[config.mk]
export PLATFORM = sky130hd
export DESIGN_NAME = piso_tx_ctrl
export DESIGN_NICKNAME = d
export VERILOG_FILES = /design/src/rtl/piso_ctrl_pkg.sv /design/src/rtl/piso_shreg.sv /design/src/rtl/piso_tx_ctrl.sv
export SDC_FILE = /design/constraint.sdc
export NUM_CORES = 1
export LEC_CHECK = 0
export BUFFER_PORTS_ARGS = -buffer_cell sky130_fd_sc_hd__buf_2
export CAP_MARGIN = 25
export CORE_MARGIN = 3
export CORE_UTILIZATION = 58
export DETAILED_ROUTE_END_ITERATION = 8
export PLACE_DENSITY = 0.82
export SYNTH_ARGS = -nofsm -noshare
export SYNTH_HDL_FRONTEND = slang
export SYNTH_SLANG_ARGS = --single-unit
[constraint.sdc]
create_clock -name clk -period 4.46 [get_ports clk]
set_clock_uncertainty 0.1 [all_clocks]
set_input_delay 0.892 -clock clk [delete_from_list [all_inputs] [get_ports clk]]
set_output_delay 0.892 -clock clk [all_outputs]
set_load 0.01 [all_outputs]
[src/rtl/piso_ctrl_pkg.sv]
// Shared types and default constants for the parallel-in/serial-out transmit controller.
package piso_ctrl_pkg;

    typedef enum logic [1:0] {
        IDLE  = 2'd0,
        SHIFT = 2'd1,
        GAP   = 2'd2
    } state_t;

    localparam int DEF_WIDTH      = 8;
    localparam int DEF_CLK_DIV    = 4;
    localparam int DEF_GAP_CYCLES = 2;

    // Counter width that never collapses to zero bits for degenerate ranges.
    function automatic int safeClog2(input int n);
        int w;
        w = $clog2(n);
        return (w < 1) ? 1 : w;
    endfunction

endpackage

[src/rtl/piso_shreg.sv]
// Left-shifting parallel-load register; the MSB is the serial output bit.
module piso_shreg
    import piso_ctrl_pkg::*;
#(
    parameter int WIDTH = DEF_WIDTH
) (
    input  logic             clk,
    input  logic             rst_n,
    input  logic             load,
    input  logic             shift,
    input  logic [WIDTH-1:0] d,
    output logic             msb
);

    logic [WIDTH-1:0] sh_q;
    logic [WIDTH-1:0] sh_d;

    always_comb begin
        sh_d = sh_q;
        if (load) begin
            sh_d = d;
        end else if (shift) begin
            sh_d = {sh_q[WIDTH-2:0], 1'b0};
        end
    end

    always_ff @(posedge clk or negedge rst_n) begin
        if (!rst_n) begin
            sh_q <= '0;
        end else begin
            sh_q <= sh_d;
        end
    end

    assign msb = sh_q[WIDTH-1];

endmodule

[src/rtl/piso_tx_ctrl.sv]
// Framing controller: accepts a parallel word, serialises it MSB first with each
// bit held CLK_DIV clocks, then observes an optional inter-frame gap.
module piso_tx_ctrl
    import piso_ctrl_pkg::*;
#(
    parameter int WIDTH      = DEF_WIDTH,
    parameter int CLK_DIV    = DEF_CLK_DIV,
    parameter int GAP_CYCLES = DEF_GAP_CYCLES
) (
    input  logic             clk,
    input  logic             rst_n,
    input  logic             s_valid,
    output logic             s_ready,
    input  logic [WIDTH-1:0] s_data,
    input  logic             abort,
    output logic             ser_data,
    output logic             ser_valid,
    output logic             frame_sync,
    output logic             busy,
    output logic             done
);

    localparam int BW = $clog2(WIDTH);
    localparam int DW = safeClog2(CLK_DIV);
    localparam int GW = safeClog2(GAP_CYCLES + 1);

    localparam logic [BW-1:0] BIT_LAST = BW'(WIDTH - 1);
    localparam logic [DW-1:0] DIV_LAST = DW'(CLK_DIV - 1);
    localparam logic [GW-1:0] GAP_LAST = GW'((GAP_CYCLES > 0) ? GAP_CYCLES - 1 : 0);

    state_t state_q, state_d;

    logic [BW-1:0] bit_cnt_q, bit_cnt_d;
    logic [DW-1:0] div_cnt_q, div_cnt_d;
    logic [GW-1:0] gap_cnt_q, gap_cnt_d;

    logic ser_valid_q, ser_valid_d;
    logic frame_sync_q, frame_sync_d;
    logic busy_q, busy_d;
    logic done_q, done_d;

    logic             accept;
    logic             bit_end;
    logic             frame_end;
    logic             sh_load;
    logic             sh_shift;
    logic [WIDTH-1:0] sh_din;

    assign s_ready   = (state_q == IDLE) && !abort;
    assign accept    = s_valid && s_ready;
    assign bit_end   = (state_q == SHIFT) && (div_cnt_q == DIV_LAST);
    assign frame_end = bit_end && (bit_cnt_q == BIT_LAST);

    always_ff @(posedge clk or negedge rst_n) begin
        if (!rst_n) begin
            state_q <= IDLE;
        end else begin
            state_q <= state_d;
        end
    end

    always_comb begin
        state_d = state_q;
        case (state_q)
            IDLE: begin
                if (accept) begin
                    state_d = SHIFT;
                end
            end
            SHIFT: begin
                if (abort) begin
                    state_d = IDLE;
                end else if (frame_end) begin
                    state_d = (GAP_CYCLES > 0) ? GAP : IDLE;
                end
            end
            GAP: begin
                if (abort || (gap_cnt_q == GAP_LAST)) begin
                    state_d = IDLE;
                end
            end
            default: state_d = IDLE;
        endcase
    end

    always_comb begin
        bit_cnt_d = bit_cnt_q;
        div_cnt_d = div_cnt_q;
        gap_cnt_d = '0;
        if (accept) begin
            bit_cnt_d = '0;
            div_cnt_d = '0;
        end else if (state_q == SHIFT) begin
            if (abort || frame_end) begin
                bit_cnt_d = '0;
                div_cnt_d = '0;
            end else if (bit_end) begin
                bit_cnt_d = bit_cnt_q + 1'b1;
                div_cnt_d = '0;
            end else begin
                div_cnt_d = div_cnt_q + 1'b1;
            end
        end else if ((state_q == GAP) && !abort && (gap_cnt_q != GAP_LAST)) begin
            gap_cnt_d = gap_cnt_q + 1'b1;
        end
    end

    // The final shift empties the register so ser_data idles at 0; an abort reloads zeros.
    always_comb begin
        ser_valid_d  = (state_d == SHIFT);
        frame_sync_d = (state_d == SHIFT) && (bit_cnt_d == '0);
        busy_d       = (state_d != IDLE);
        done_d       = frame_end && !abort;
        sh_load      = accept || ((state_q != IDLE) && abort);
        sh_din       = accept ? s_data : '0;
        sh_shift     = bit_end && !abort;
    end

    always_ff @(posedge clk or negedge rst_n) begin
        if (!rst_n) begin
            bit_cnt_q    <= '0;
            div_cnt_q    <= '0;
            gap_cnt_q    <= '0;
            ser_valid_q  <= 1'b0;
            frame_sync_q <= 1'b0;
            busy_q       <= 1'b0;
            done_q       <= 1'b0;
        end else begin
            bit_cnt_q    <= bit_cnt_d;
            div_cnt_q    <= div_cnt_d;
            gap_cnt_q    <= gap_cnt_d;
            ser_valid_q  <= ser_valid_d;
            frame_sync_q <= frame_sync_d;
            busy_q       <= busy_d;
            done_q       <= done_d;
        end
    end

    piso_shreg #(
        .WIDTH(WIDTH)
    ) u_shreg (
        .clk   (clk),
        .rst_n (rst_n),
        .load  (sh_load),
        .shift (sh_shift),
        .d     (sh_din),
        .msb   (ser_data)
    );

    assign ser_valid  = ser_valid_q;
    assign frame_sync = frame_sync_q;
    assign busy       = busy_q;
    assign done       = done_q;

endmodule

**Word level (Yosys, flattened, before mapping)**

Cells that the tools add are included.

- Equality and inequality tests: 7
- Multiplexer cells: 19
- $add $sub $neg: 3
- Reductions and logical operators: 20

Operators by type and width:

| cell | count |
|---|---|
| $mux W8 | 3 |
| $mux W2 | 11 |
| $mux W3 | 4 |
| $logic_and A1 B1 Y1 | 10 |
| $reduce_bool A2 Y1 | 4 |
| $eq A2 B1 Y1 const B | 3 |
| $pmux W2 S3 | 1 |
| $add A2 B1 Y2 const B | 2 |
| $eq A2 B2 Y1 const B | 2 |
| $add A3 B1 Y3 const B | 1 |
| $eq A3 B3 Y1 const B | 1 |
| $logic_not A3 Y1 | 1 |
| $logic_or A1 B1 Y1 | 3 |
| $logic_not A2 Y1 | 1 |
| $ne A2 B1 Y1 const B | 1 |
| $logic_not A1 Y1 | 1 |

- Word-level logic and storage cells: 58
- Bits in registers: 21
- Output and inout bits: 6
- Input bits: 12

**Longest topological paths before layout**

- Word-level depth: 9
- Mapped depth: 5
- Mapped depth without buffers: 5

**By module**

Synthesis repeated with hierarchy kept, for this count alone.

- Cells, all modules: 99
- Area total of the unflattened synthesis: 1,082.3 um^2

Modules (own cells, without submodules):

| module | times used | seq. area each (um^2) | cells each | area an instance (um^2) |
|---|---|---|---|---|
| piso_tx_ctrl | 1 | 325.3 | 65 | 713.2 |
| piso_shreg | 1 | 200.2 | 34 | 369.1 |

**Least setup slack after synthesis**

OpenSTA, ideal clock, no wires.

- Path type: input to output
- From: in abort
- To: out s_ready
- Arrival: 1.329 ns
- Path buffers: 1
- Setup slack: 2.139 ns
- Data required time: 3.468 ns
- Cell stages on the path: 2
- Cell sequence: buf_2 nor3_1

- Cells in the longest elaborated chain, start to end: 2

RTL lines:

| what | RTL line | RTL |
|---|---|---|
| start: declaration | piso_tx_ctrl.sv:15 | `input logic abort,` |
| $logic_not A1 Y1 | piso_tx_ctrl.sv:49 | `assign s_ready = (state_q == IDLE) && !abort;` |
| $logic_and A1 B1 Y1 | piso_tx_ctrl.sv:49 |  |
| end: declaration | piso_tx_ctrl.sv:13 | `output logic s_ready,` |

Every way passes these cells.

**Worst setup path after layout**

Ends and elaborated chain as after synthesis.

==> summary.md <==
| Metric | Value |
|---|---|
| CTS Root Buffer Type | clkbuf_4 |
| Grt total ovfl | 0 |
| Final Slew Violations | 0 |
| DRT antenna net count | 0 |
| Area after DPL | 0.00118 sq mm |
| Period Utilization, post-route | 0.528 |
| Placed wire-length estimate | 1460 microns |
| Yosys reg bits | 21 |
| Clock slew at reported path FFs | 0.11 ns |
| Via total after detailed routing | 782 |
| CP Class | in2out |
| Worst path slowest cell | buf_2 |
| Sw power | 0.000116 W |
| Inserted Diodes | 0 |
| Layout Nets | 129 |
| Worst slack, placed | 2.11 ns |
| FILL cells | 138 |
| Crit-path cells | buf_2 -> nor3_1 -> buf_2 |
| CTS HTree Levels | 1 |
| Top_reg_cell synth | dfrtp_1 |
| TNS Setup | 0 ns |
| CP dominant cell by count | buf_2 |
| Non-filler instance count after layout | 137 |
| Crit-path max FO | 12 |
| Share of layout cells above drive strength 1 | 0.286 |
| Die Y | 49.4 microns |
| Avg Inst Size Synth | 11.4 sq um |
| Yosys warns | 0 |
| Flop pwr share | 0.571 |
| Io pins | 18 |
| CP max stage delay | 0.18 ns |
| Final Instance Area | 0.00121 sq mm |
| Core Box Area | 0.00175 sq mm |
| Worst min-delay path category | reg2reg |
| Final WS setup | 2.10 ns |
| TritonCTS Buffers | 3 |
| Clk sink count | 21 |
| Worst slew pin tran | 0.537 ns |
| # resized after CTS | 0 |
| Logic pwr share | 0.207 |
| Crit path time final | 2.36 ns |
| Post-CTS setup repair buffer count | 0 |
| # DRC | 0 |
| Pre-Repair DR Iteration Count | 4 |
| Buf/Inv on CP | 2 |
| Initial cell density of the core | 0.626 |
| Largest net degree at the start of global routing | 22 |
| DR vias/cell | 5.71 |
| TritonCTS clock tree | yes |
| Area grow syn2layout | 11.0% |
| Post-layout util | 0.695 |
| Die ar. | 0.00244 sq mm |
| Worst Path Arrival | 1.36 ns |
| Max Fclk | 0.425 GHz |
| Rel. slew slack | 0.641 |
| Synthesized net count | 112 |
| FFs w/ async S/R, synth | 1.00 |
| Status | finished, final reports clean |
| VDD IR max | 197 uV |
| Mapped Area | 0.00109 sq mm |
| CP endpoint kind | output pin |
| Final hold vios | 0 |
| Final Setup Violations | 0 |
| CTS Buffer Depth | 2 |
| Unique masters post-synth | 31 |
| First-pass GRT wire length | 3460 microns |
| GP Congestion | 0.744 |
| Leakage power | 0.572 nW |
| 1st-iter DRT viols | 9 |
| Number of global-route vias before repair | 815 |
| Int Power | 0.000292 W |
| Post-synth EDFFs | 0 |
| Net Sw Frac | 0.284 |
| Clock Power Share | 0.223 |
| Rows | 15 |
| Critical path launch point type | primary input |
| Power Dens Cells | 337 mW/mm^2 |
| Hold_buf cts | 0 |
| PortBufs | 17 |
| Max_cap viols | 0 |
| Crit path max-delay family | buffers and inverters |
| Synth Instances | 96 |
| Post-synthesis sequential area ratio | 0.481 |
| Skew-Pair Late Insertion Delay | 0.31 ns |
| Final WL | 1950 microns |
| Total track usage | 0.186 |
| Required time of the critical path | 3.47 ns |
| Post-DR wirelength/cell | 14.2 microns |
| Cells after DPL | 133 |
| Die width | 49.4 microns |
| Antenna violations before repair | 0 |
| RSZ-0062 raised after global routing | false |
## stage by stage
step                      power [W]  hold slack (ns)
after floorplan            0.000296            0.309
after global placement     0.000316            0.322
after detailed placement   0.000321            0.327
after CTS                  0.000412            0.342
after global routing       0.000430            0.358
final                      0.000408            0.341
## state kept, by name (all words and copies together) (netlist names), 2 cells and up
register      flops
div_cnt_q         2
state_q           2
gap_cnt_q         2
u_shreg.sh_q      8
bit_cnt_q         3
## worst register-to-register path, delay by kind of cell, from the launching register on
| kind | cells | cell delay [ns] |
|---|---|---|
| DFF | 1 | 0.55 |
| and+or+nand+nor | 2 | 0.98 |
| AOI/OAI and AO/OA | 1 | 0.15 |
## final timing paths
check,startpoint,end,slack [ns],cells after the start
worst max-delay path,abort,s_ready,2.10,3
worst min-delay path,gap_cnt_q[0],gap_cnt_q[0],0.34,1
worst max register to register,state_q[0],u_shreg.sh_q[6],2.61,3
worst min register to register,gap_cnt_q[0],gap_cnt_q[0],0.34,1
max in group asynchronous,rst_n,busy,3.53,1
min in group asynchronous,rst_n,u_shreg.sh_q[5],0.41,1
## cells in the mapped netlist, drive strengths merged (2+ instances only)
| cell type | n | share of area |
|---|---|---|
| nand2 | 8 | 0.027 |
| a2bb2oi | 7 | 0.096 |
| mux2i | 4 | 0.037 |
| nand3 | 2 | 0.021 |
| buf | 4 | 0.018 |
| nor2 | 6 | 0.021 |
| nor4 | 2 | 0.017 |
| dfrtp | 21 | 0.48 |
| inv | 6 | 0.021 |
| ha | 4 | 0.046 |
| nor4b | 3 | 0.038 |
| o211ai | 7 | 0.048 |
| o21ai | 3 | 0.017 |
| a21oi | 7 | 0.032 |
## cells by family after synthesis
| kind of cell | count (synthesis) | share of synthesized area |
|---|---|---|
| AND/OR/NAND/NOR | 28 | 0.172 |
| AO/OA/AOI/OAI | 27 | 0.214 |
| multiplexers | 4 | 0.0367 |
| buffers and inverters | 11 | 0.0424 |
| adder cells (fa/ha/maj) | 4 | 0.0458 |
| XOR/XNOR | 1 | 0.00802 |
| flip-flops | 21 | 0.481 |
## layer usage
metal	share of wire	vias to the layer above	track usage	routed length [microns]
li1	-	385	-	-
met1	0.45	380	0.209	869
met2	0.50	12	0.326	985
met3	0.028	5	0.0398	54
met4	0.022	0	0.0968	42
met5	0	-	0	0
## power by group through the flow
stage / sequential, W / combinational (W) / clock, W
2_1_floorplan: 0.000233 / 0.0000625 / 0
3_3_place_gp: 0.000235 / 0.0000813 / 0
3_5_place_dp: 0.000236 / 0.0000850 / 0
4_1_cts: 0.000232 / 0.0000853 / 0.0000938
5_1_grt: 0.000236 / 0.0000947 / 0.0000997
6_report: 0.000233 / 0.0000844 / 0.0000908
## placed cells by master, fill, tap and decap left out
cell       netlist  routed
a2bb2oi_2        7       7
nand4_1          1       1
nor4b_1          2       2
o211ai_1         7       7
nor4b_4          1       1
nor2_1           6       6
o21ai_1          1       1
dfrtp_1         21      21
a31oi_1          1       1
nor4_2           1       1
buf_2            4      17
o21bai_1         1       1
inv_1            6       6
nand2_1          8       8
nand3_4          1       1
nor3_1           1       1
a21oi_1          7       7
and3_1           1       1
clkinv_2         0       1
or4b_1           1       1
o21ai_0          1       1
clkbuf_4         0       3
mux2i_1          4       4
nand2b_1         1       1
ha_1             4       4
xor2_1           1       1
nand3b_1         1       1
nor4_1           1       1
nand4bb_1        1       1
o31a_1           1       1
nand3_1          1       1
o21ai_2          1       1
## final cells by class
cell class / instances / area, sq um / area share
Sequential cell: 21 / 526 / 0.433
Multi-Input combinational cell: 64 / 520 / 0.429
Timing Repair Buffer: 17 / 85.1 / 0.0702
Tap cell: 25 / 31.3 / 0.0258
Clock buffer: 3 / 22.5 / 0.0186
Inverter: 6 / 22.5 / 0.0186
Clock inverter: 1 / 5.00 / 0.00413
(Power assumes the default switching activity.)
